===== src/rtl/sequence_detector.sv =====
// Serial bit-pattern detector.
// Samples one bit per clock on i and raises o for one cycle after the edge on which the
// last LEN sampled bits equal PATTERN (PATTERN[LEN-1] arrives first, PATTERN[0] last).
// Legal LEN range is 2..16.
//
// Optional feature: define SD_MATCH_COUNT_EN to add an 8-bit saturating match counter on
// port match_count. Without the macro the port and its logic are absent and o is unchanged.
module sequence_detector #(
   parameter int unsigned    LEN     = 4,
   parameter logic [LEN-1:0] PATTERN = 4'b1101,
   parameter bit             OVERLAP = 1'b1
) (
   input  logic clk,
   input  logic rst_n,
   input  logic i,
   output logic o
`ifdef SD_MATCH_COUNT_EN
   ,
   output logic [7:0] match_count
`endif
);

   // fill counts valid bits since reset/clear so that leading reset zeros never form a match
   localparam int unsigned      FillW    = $clog2(LEN + 1);
   localparam logic [FillW-1:0] FillFull = FillW'(LEN);

   logic [LEN-1:0]   hist_q, hist_d;
   logic [FillW-1:0] fill_q, fill_d;
   logic             o_q;
   logic             match;

   // Next history/fill and the match decision for the bit being sampled this edge
   always_comb begin
      hist_d = {hist_q[LEN-2:0], i};
      fill_d = (fill_q == FillFull) ? FillFull : fill_q + 1'b1;
      match  = (fill_d == FillFull) && (hist_d == PATTERN);
   end

   // History, fill and registered match pulse; reset wins over a simultaneous match
   always_ff @(posedge clk) begin
      if (!rst_n) begin
         hist_q <= '0;
         fill_q <= '0;
         o_q    <= 1'b0;
      end else begin
         o_q <= match;
         if (match && !OVERLAP) begin
            // Non-overlapping mode: the next match must be built from LEN fresh bits
            hist_q <= '0;
            fill_q <= '0;
         end else begin
            hist_q <= hist_d;
            fill_q <= fill_d;
         end
      end
   end

   assign o = o_q;

`ifdef SD_MATCH_COUNT_EN
   logic [7:0] count_q;

   // Saturating count of match pulses; clears only on reset
   always_ff @(posedge clk) begin
      if (!rst_n) begin
         count_q <= 8'd0;
      end else if (match && (count_q != 8'hFF)) begin
         count_q <= count_q + 8'd1;
      end
   end

   assign match_count = count_q;
`endif

endmodule


===== config.mk =====
export PLATFORM = sky130hd
export DESIGN_NAME = sequence_detector
export DESIGN_NICKNAME = d
export VERILOG_FILES = /design/src/rtl/sequence_detector.sv
export SDC_FILE = /design/constraint.sdc
export NUM_CORES = 1
export LEC_CHECK = 0
export ABC_AREA = 1
export BUFFER_PORTS_ARGS = -buffer_cell sky130_fd_sc_hd__buf_2
export CAP_MARGIN = 10
export CORE_AREA = 2 2 39 41
export DETAILED_ROUTE_END_ITERATION = 12
export DIE_AREA = 0 0 41 43
export GPL_TIMING_DRIVEN = 0
export PLACE_DENSITY = 0.41
export SLEW_MARGIN = 20
export SYNTH_ARGS = -nofsm -noshare
export SYNTH_HDL_FRONTEND = slang
export SYNTH_SLANG_ARGS = --single-unit
export TNS_END_PERCENT = 1

===== constraint.sdc =====
create_clock -name clk -period 1.72 [get_ports clk]
set_input_delay 0.086 -clock clk [delete_from_list [all_inputs] [get_ports clk]]
set_output_delay 0.086 -clock clk [all_outputs]
set_load 0.02 [all_outputs]

==> impl_metrics.csv, run 1 <==
group,metric,value,unit
placed_design,gp_congestion,0.635,
clock_tree,clockBufferDepth,2,
detailed_routing,remaining_drc_errors,0,
synthesis,synth_nets,39,
synthesis,synth_area,264,um^2
worst_hold_path,holdCritStartpoint,"i",
placed_design,place_inst,53,
pwr,intPower,0.000274,W
timing,fmaxAchievable,994,MHz
synthesis,synth_warnings,0,
die,rows,14,
timing,timing.final.ws_setup,0.714,ns
synthesis,yosysSeqAreaShare,53.1,%
synthesis,async_reset_ff_share,0,%
die,core_area,1380,um^2
placed_design,port_buffers,3,
clock_tree,post_cts_resized,0,
synthesis,yosysTopAreaCellShare,53.1,%
cells_and_area,seq_area,140,um^2
synthesis,synth_flop_cell,"dfxtp_1",
synthesis,synth-edff-count,0,
setup_path,path_class,"flip-flop to flip-flop",
detailed_routing,drtAntennaViolNets,0,
synthesis,netlist_top_cells_count,"inv_1, nand2_1, dfxtp_1, nor2_1, ha_1",
synthesis,syn_inst,34,
pwr,pwr-share-seq,50.2,%
detailed_routing,drt_iter0_drc,1,
die,die-area,1760,um^2
clock_tree,cts.sinks,7,
synthesis,ys_ff_latch,7,
global_routing,grt_start_max_net_pins,6,
pwr,p_leak,0.179,nW
global_routing,antenna_found_initial,0,
cells_and_area,drive_above_1_share,17.1,%
detailed_routing,wl,335,um
setup_path,worstSetupStartpointType,"flip-flop",
timing,fin_skew,0.000286,ns
die,die_w,41,um
pwr,power_frac_comb,8.5,%
clock_tree,hold_buffers,0,
clock_tree,clk_latency,0.24,ns
pwr,irDropWorstVdd,422,uV
clock_tree,cts_tree,"yes",
synthesis,syn_area_per_cell,7.76,um^2
timing,drv_slew,0,
setup_path,cp.arrival,1.19,ns
pwr,p_sw,0.0000790,W
clock_tree,numCtsBuffers,3,
cells_and_area,num-fill-cells,159,
die,fp.dieH,43,um
setup_path,setup.worst_path.start,"fill_q[0]$_SDFF_PN0_",
pwr,p_per_area,1090,nW/um^2
cells_and_area,final_cells,57,
detailed_routing,first_pass_iters,2,
setup_path,crit_fanout,2,
job,max_cap_viol_count,0,
detailed_routing,drt-wirelength-per-cell,5.88,um
placed_design,place_hpwl,269,um
pwr,clock_power_share,41.3,%
setup_path,crit-reg2reg-launch,"fill_q[0]$_SDFF_PN0_",
cells_and_area,layout.nets,47,
cells_and_area,multi_input_area,90.1,um^2
timing,fin_crit_sh,58.5,%
die,initial_core_util,19.1,%
status,status,"complete, no violations",
clock_tree,clk_pin_slew,0.05,ns
setup_path,critical_path_required,1.90,ns
timing,tns,0,ns
pwr,netSwitchingFraction,22.4,%
timing,finalSetupViolCount,0,
detailed_routing,via_per_inst,3.42,
synthesis,yosys.area.top_type,"dfxtp_1",
cells_and_area,area_delta_synth_final,23.2,%
timing,worst_pin_slew,0.0961,ns
clock_tree,h-tree-depth,1,
global_routing,grt_pass1_wl,593,um
global_routing,track_usage,5.25,%
clock_tree,root_buffer,"clkbuf_4",
worst_hold_path,hold_class,"input port to flip-flop",
detailed_routing,vias,195,
cells_and_area,antenna_cells,0,
synthesis,netlist_top_cells_area,"dfxtp_1, inv_1, nand2_1",
timing,rsz0062_at_grt,"false",
global_routing,grt_pass1_vias,178,
setup_path,critPathCaptureType,"flip-flop",
timing,hold_viol_final,0,
clock_tree,cts_setup_buffers,0,
die,io_pins,4,
global_routing,grt-ovfl-total,0,
synthesis,synth_cell_type_count,8,
timing,max_slew_margin,93.6,%
placed_design,pre_cts_slack,0.703,ns
timing,layout_min_cycle_time,1.01,ns
==> power by group through the flow <==
stage / combinational [W] / sequential, W / clock, W
3_3_place_gp: 0.0000314 / 0.000181 / 0
5_1_grt: 0.0000377 / 0.000178 / 0.000163
6_report: 0.0000299 / 0.000177 / 0.000146
4_1_cts: 0.0000311 / 0.000177 / 0.000155
3_5_place_dp: 0.0000310 / 0.000181 / 0
2_1_floorplan: 0.0000234 / 0.000180 / 0
==> flip-flops by register name, indices dropped and copies added (netlist names) <==
register  flops
o             1
fill_q        3
hist_q        3
==> layout make-up <==
class / count / share of cell area, %
clock buffers: 4 / 8.08
inverters: 9 / 10.4
multi-input cells: 18 / 27.7
flip-flops and latches: 7 / 43.1
well taps: 16 / 6.15
repair buffers: 3 / 4.62
==> layout by cell type, fill, tap and decap left out <==
cell,instances
inv_1,8
nand2_1,8
dfxtp_1,7
nor2_1,6
clkbuf_4,3
buf_2,3
ha_1,2
inv_2,1
nand3b_1,1
nand3_1,1
clkbuf_1,1
==> through the flow <==
stage          cell area (um^2)  util [%]  hold WS [ns]  power (W)
2_1_floorplan               264         -         0.179   0.000203
3_3_place_gp                299      21.6         0.288   0.000212
3_5_place_dp                299      21.6         0.291   0.000212
4_1_cts                     325      23.5        0.0303   0.000364
5_1_grt                     325      23.5        0.0444   0.000379
6_report                    325      23.5        0.0415   0.000353
==> worst max-delay path, stage by stage, from the launching register on <==
cell and delay, ns:
dfxtp_1 0.33, inv_1 0.06, ha_1 0.30, nor2_1 0.10, nand3_1 0.08, nor2_1 0.08
==> final timing paths <==
| check | slack (ns) | to | cells past startpoint |
|---|---|---|---|
| max | 0.71 | o$_SDFF_PN0_ | 5 |
| min | 0.04 | hist_q[0]$_SDFF_PN0_ | 3 |
| max reg2reg | 0.71 | o$_SDFF_PN0_ | 5 |
| min reg2reg | 0.42 | hist_q[2]$_SDFF_PN0_ | 2 |
==> layer usage <==
metal  wire length [um]  track usage (%)  share of wire [%]
met2                160             6.56                 48
met3                 16             1.57                4.8
met1                157             6.21                 47
met5                  0                0                  0
met4                  0             6.00                  0
==> cells by family after synthesis <==
group	count (synthesis)	share of synthesized area, %
and+or+nand+nor	16	24.6
buffers and inverters	9	12.8
DFF	7	53.1
adders and majority gates	2	9.48
No activity file was read; power rests on OpenSTA's default activity.
==> run 2: changes to the inputs <==
==> constraint.sdc (replaced) <==
create_clock -name clk -period 1 [get_ports clk]
set_input_delay 0.05 -clock clk [delete_from_list [all_inputs] [get_ports clk]]
set_output_delay 0.05 -clock clk [all_outputs]
set_load 0.02 [all_outputs]
==> impl_metrics.csv, run 2 (synthesis results as in run 1) <==
group,metric,value,unit
die,fp.dieH,43,um
setup_path,critical_path_required,1.14,ns
global_routing,antenna_found_initial,0,
setup_path,worstSetupStartpointType,"flip-flop",
detailed_routing,drt_iter0_drc,3,
timing,hold_viol_final,0,
timing,fin_crit_sh,91.1,%
detailed_routing,vias,204,
cells_and_area,layout.nets,48,
worst_hold_path,hold_class,"input port to flip-flop",
die,die-area,1760,um^2
placed_design,pre_cts_slack,-0.0171,ns
cells_and_area,final_cells,58,
clock_tree,clockBufferDepth,2,
cells_and_area,num-fill-cells,156,
pwr,irDropWorstVdd,726,uV
pwr,p_leak,0.185,nW
cells_and_area,utilization,25.5,%
timing,rsz0062_at_grt,"false",
cells_and_area,design_area,353,um^2
clock_tree,clk_pin_slew,0.05,ns
timing,finalSetupViolCount,0,
placed_design,port_buffers,3,
timing,worst_pin_slew,0.0979,ns
detailed_routing,wl,383,um
clock_tree,numCtsBuffers,3,
status,status,"complete, no violations",
global_routing,grt_start_max_net_pins,6,
die,die_w,41,um
setup_path,path_class,"flip-flop to flip-flop",
timing,timing.final.ws_setup,0.0885,ns
cells_and_area,drive_above_1_share,28.6,%
detailed_routing,drtAntennaViolNets,0,
placed_design,gp_congestion,0.635,
timing,layout_min_cycle_time,0.911,ns
timing,fin_skew,0.000179,ns
setup_path,cp.arrival,1.05,ns
placed_design,place_area,299,um^2
setup_path,crit_fanout,2,
global_routing,grt-ovfl-total,0,
clock_tree,cts_setup_buffers,0,
cells_and_area,seq_area,143,um^2
global_routing,track_usage,5.45,%
setup_path,critPathCaptureType,"flip-flop",
cells_and_area,final_common_cell,"nand2_1",
detailed_routing,remaining_drc_errors,0,
detailed_routing,first_pass_iters,2,
die,core_area,1380,um^2
detailed_routing,drt-wirelength-per-cell,6.60,um
clock_tree,cts.sinks,7,
clock_tree,root_buffer,"clkbuf_4",
placed_design,place_hpwl,269,um
global_routing,grt_pass1_wl,621,um
job,max_cap_viol_count,0,
cells_and_area,mostFrequentLayoutCells,"nand2_1, inv_1, nor2_1, dfxtp_1",
die,initial_core_util,19.1,%
clock_tree,cts_tree,"yes",
cells_and_area,antenna_cells,0,
timing,max_slew_margin,93.5,%
cells_and_area,multi_input_area,105,um^2
detailed_routing,via_per_inst,3.52,
die,io_pins,4,
die,rows,14,
placed_design,place_inst,53,
global_routing,grt_pass1_vias,190,
timing,drv_slew,0,
cells_and_area,area_delta_synth_final,33.6,%
clock_tree,clk_latency,0.24,ns
clock_tree,h-tree-depth,1,
pwr,p_per_area,1790,nW/um^2
timing,fmaxAchievable,1100,MHz
timing,tns,0,ns
## run 2: metrics by stage
stage | hold WS, ns | power (W)
floorplan | 0.143 | 0.000349
global placement | 0.252 | 0.000365
finish | 0.0544 | 0.000632
detailed placement | 0.255 | 0.000364
CTS | 0.0487 | 0.000631
global route | 0.0564 | 0.000677
## run 2: critical path, stage by stage (launching register included)
cell	delay (ns)
dfxtp_2	0.32
inv_1	0.06
ha_4	0.16
nand3b_1	0.14
nand2_1	0.08
nor2_1	0.05
## run 2: where the power goes
part | switching [W] | internal (W) | total (W) | leakage (nW)
clock | 0.0000991 | 0.000152 | 0.000251 | 0.0150
combinational | 0.0000371 | 0.0000362 | 0.0000732 | 0.112
sequential | 0.00000971 | 0.000298 | 0.000308 | 0.0581
total | 0.000146 | 0.000487 | 0.000632 | 0.185
## run 2: path summary, 6_finish.rpt
| check | startpoint | end | slack, ns | cells after the start |
|---|---|---|---|---|
| worst min register to register | hist_q[1]$_SDFF_PN0_ | hist_q[2]$_SDFF_PN0_ | 0.43 | 2 |
| worst max-delay path | fill_q[1]$_SDFF_PN0_ | o$_SDFF_PN0_ | 0.09 | 5 |
| worst max register to register | fill_q[1]$_SDFF_PN0_ | o$_SDFF_PN0_ | 0.09 | 5 |
| worst min-delay path | rst_n | fill_q[1]$_SDFF_PN0_ | 0.05 | 3 |
## run 2: layout make-up
type / count / share of cell area, %
timing repair buffer: 4 / 7.09
sequential: 7 / 40.4
inverter: 9 / 9.57
tap: 16 / 5.67
multi-input combinational: 18 / 29.8
clock buffer: 4 / 7.45
## run 2: timing repair
item | CTS | global route
endpoints found under the setup margin | 1 | 2
pin swaps | 1 | 1
hold endpoints to repair | 1 | 0
resized for setup | 2 | 3
hold buffers | 1 | 0
## run 2: per-layer routing
metal,part of all wire [%],GRT usage (%),vias to the layer above
met5,0,0,-
met4,0,6.00,0
met3,3.7,1.57,0
met2,52,7.19,3
met1,44,6.21,88
li1,-,-,113
==> run 3: changes to the inputs <==
--- a/config.mk
+++ b/config.mk
@@ -5,7 +5,7 @@
 export SDC_FILE = /design/constraint.sdc
 export NUM_CORES = 1
 export LEC_CHECK = 0
-export ABC_AREA = 1
+export ABC_AREA = 0
 export BUFFER_PORTS_ARGS = -buffer_cell sky130_fd_sc_hd__buf_2
 export CAP_MARGIN = 10
 export CORE_AREA = 2 2 39 41
==> impl_metrics.csv, run 3 <==
group,metric,value,unit
status,status,"finished with violations",
global_routing,antenna_found_initial,0,
synthesis,syn_inst,23,
pwr,p_leak,0.138,nW
clock_tree,numCtsBuffers,3,
setup_path,reg2reg_slack,-0.003,ns
timing,timing.final.ws_setup,-0.00293,ns
detailed_routing,wl,345,um
timing,finalSetupViolCount,1,
synthesis,synth_flop_cell,"dfxtp_1",
setup_path,crit_fanout,3,
synthesis,syn_area_per_cell,11.2,um^2
die,io_pins,4,
detailed_routing,drt-wirelength-per-cell,7.50,um
die,die-area,1760,um^2
timing,drv_slew,0,
die,die_w,41,um
synthesis,yosysSeqAreaShare,54.4,%
setup_path,critical_path_required,1.14,ns
detailed_routing,first_pass_iters,4,
placed_design,port_buffers,3,
cells_and_area,antenna_cells,0,
pwr,irDropWorstVdd,571,uV
setup_path,worstSetupStartpointType,"flip-flop",
setup_path,ff2ff_path_depth,4,
synthesis,yosys.area.top_type,"dfxtp_1",
setup_path,crit-reg2reg-launch,"fill_q[0]$_SDFF_PN0_",
worst_hold_path,min_to,"hist_q[0]$_SDFF_PN0_",
synthesis,ys_ff_latch,7,
synthesis,synth_nets,28,
detailed_routing,via_per_inst,3.65,
clock_tree,clk_pin_slew,0.05,ns
worst_hold_path,hold_class,"input port to flip-flop",
cells_and_area,drive_above_1_share,53.3,%
synthesis,yosysMostFrequentCell,"dfxtp_1",
pwr,p_per_area,1870,nW/um^2
detailed_routing,drtAntennaViolNets,0,
cells_and_area,mostFrequentLayoutCells,"dfxtp_1, and2_1, clkbuf_4, buf_2",
clock_tree,root_buffer,"clkbuf_4",
global_routing,track_usage,6.75,%
global_routing,busiest_layer,"met4",
worst_hold_path,hold-path-cell-count,2,
clock_tree,clk_latency,0.24,ns
setup_path,reg2reg_to,"o$_SDFF_PN0_",
job,max_cap_viol_count,0,
die,core_area,1380,um^2
detailed_routing,drt_iter0_drc,2,
synthesis,async_reset_ff_share,0,%
placed_design,gp_congestion,0.682,
status,violations,"negative setup slack",
die,rows,14,
synthesis,netlist_top_cells_area,"dfxtp_1, and2_1, ha_1",
cells_and_area,area_delta_synth_final,30.6,%
global_routing,grt_pass1_vias,180,
timing,tns,-0.00293,ns
clock_tree,h-tree-depth,1,
clock_tree,clockBufferDepth,2,
timing,hold_ws,0.0234,ns
clock_tree,cts_tree,"yes",
synthesis,synth_area,258,um^2
global_routing,grt_pass1_wl,662,um
synthesis,yosysTopAreaCellShare,54.4,%
timing,fin_skew,0.000920,ns
synthesis,netlist_top_cells_count,"dfxtp_1, and2_1, inv_1, ha_1",
synthesis,synth_cell_type_count,11,
die,initial_core_util,18.6,%
synthesis,synth-edff-count,0,
clock_tree,hold_buffers,0,
die,fp.dieH,43,um
detailed_routing,remaining_drc_errors,0,
detailed_routing,vias,168,
global_routing,grt_start_max_net_pins,7,
global_routing,grt-ovfl-total,0,
cells_and_area,final_common_cell,"dfxtp_1",
worst_hold_path,holdCritStartpoint,"i",
synthesis,synth_warnings,0,
clock_tree,cts_setup_buffers,0,
timing,worst_pin_slew,0.168,ns
global_routing,use_met3,3.14,%
clock_tree,cts.sinks,7,
setup_path,critPathCaptureType,"flip-flop",
cells_and_area,layout.nets,36,
setup_path,path_class,"flip-flop to flip-flop",
timing,fmaxAchievable,997,MHz
timing,fin_crit_sh,100,%
timing,layout_min_cycle_time,1.00,ns
global_routing,use_met2,7.81,%
timing,hold_viol_final,0,
global_routing,grtUsageMet1,5.84,%
setup_path,cp.arrival,1.14,ns
timing,max_slew_margin,88.7,%
timing,rsz0062_at_grt,"true",
pwr,total_power,0.000628,W
[run 3: changes by cell type after synthesis, sizes merged, moves of 5 or more]
cell / delta
and2: +5
inv: -6
nand2: -7
nor2: -6
[run 3: cell families after synthesis]
| family | Yosys count | share of synthesized area (%) |
|---|---|---|
| AO/OA/AOI/OAI | 3 | 10.2 |
| adder cells (fa/ha/maj) | 2 | 9.71 |
| buffers and inverters | 3 | 4.37 |
| flip-flops | 7 | 54.4 |
| AND/OR/NAND/NOR | 8 | 21.4 |
[run 3: worst max path at each step]
stage                         to                 start  cells past startpoint
floorplan           o$_SDFF_PN0_  fill_q[0]$_SDFF_PN0_                      4
CTS                 o$_SDFF_PN0_  fill_q[0]$_SDFF_PN0_                      5
global route        o$_SDFF_PN0_  fill_q[1]$_SDFF_PN0_                      5
global placement    o$_SDFF_PN0_  fill_q[0]$_SDFF_PN0_                      4
detailed placement  o$_SDFF_PN0_  fill_q[0]$_SDFF_PN0_                      4
finish              o$_SDFF_PN0_  fill_q[0]$_SDFF_PN0_                      4
[run 3: layout make-up]
cell class	instances	area, um^2
fillers	151	1050
repair buffers	3	15.0
multi-input cells	13	121
clock buffers	4	26.3
well taps	16	20.0
inverters	3	11.3
flip-flops and latches	7	143
[run 3: timing repair]
item                       CTS  global route
pin swaps                    1             0
gates resized for setup      1             0
gates cloned                 0             0
setup endpoints to repair    1             1
[run 3: where the power goes]
group	internal (W)	switching (W)	leakage [nW]
sequential	0.000299	0.0000131	0.0581
combinational	0.0000380	0.0000335	0.0653
clock	0.000152	0.0000930	0.0150
total	0.000489	0.000140	0.138
[run 3: worst max-delay path, cell delays in order, from the launching register on]
cell	delay, ns
dfxtp_2	0.33
ha_2	0.19
o21ai_1	0.15
a31oi_2	0.06
and3_1	0.17
[run 3: routing by layer]
layer,vias to the layer above,part of all wire [%]
met5,-,0
met4,0,2.3
met3,2,4.1
met2,3,54
met1,73,39
li1,90,-
[run 3: per-stage QoR]
stage / worst slack, ns / area, um^2 / utilization, % / cells
6_report: -0.00293 / 337 / 24.3 / 46
5_1_grt: -0.0649 / 337 / 24.3 / 46
4_1_cts: -0.00518 / 337 / 24.3 / 46
3_5_place_dp: -0.0373 / 308 / 22.2 / 42
3_3_place_gp: -0.0276 / 308 / 22.2 / 42
2_1_floorplan: 0.00767 / 273 / - / 23
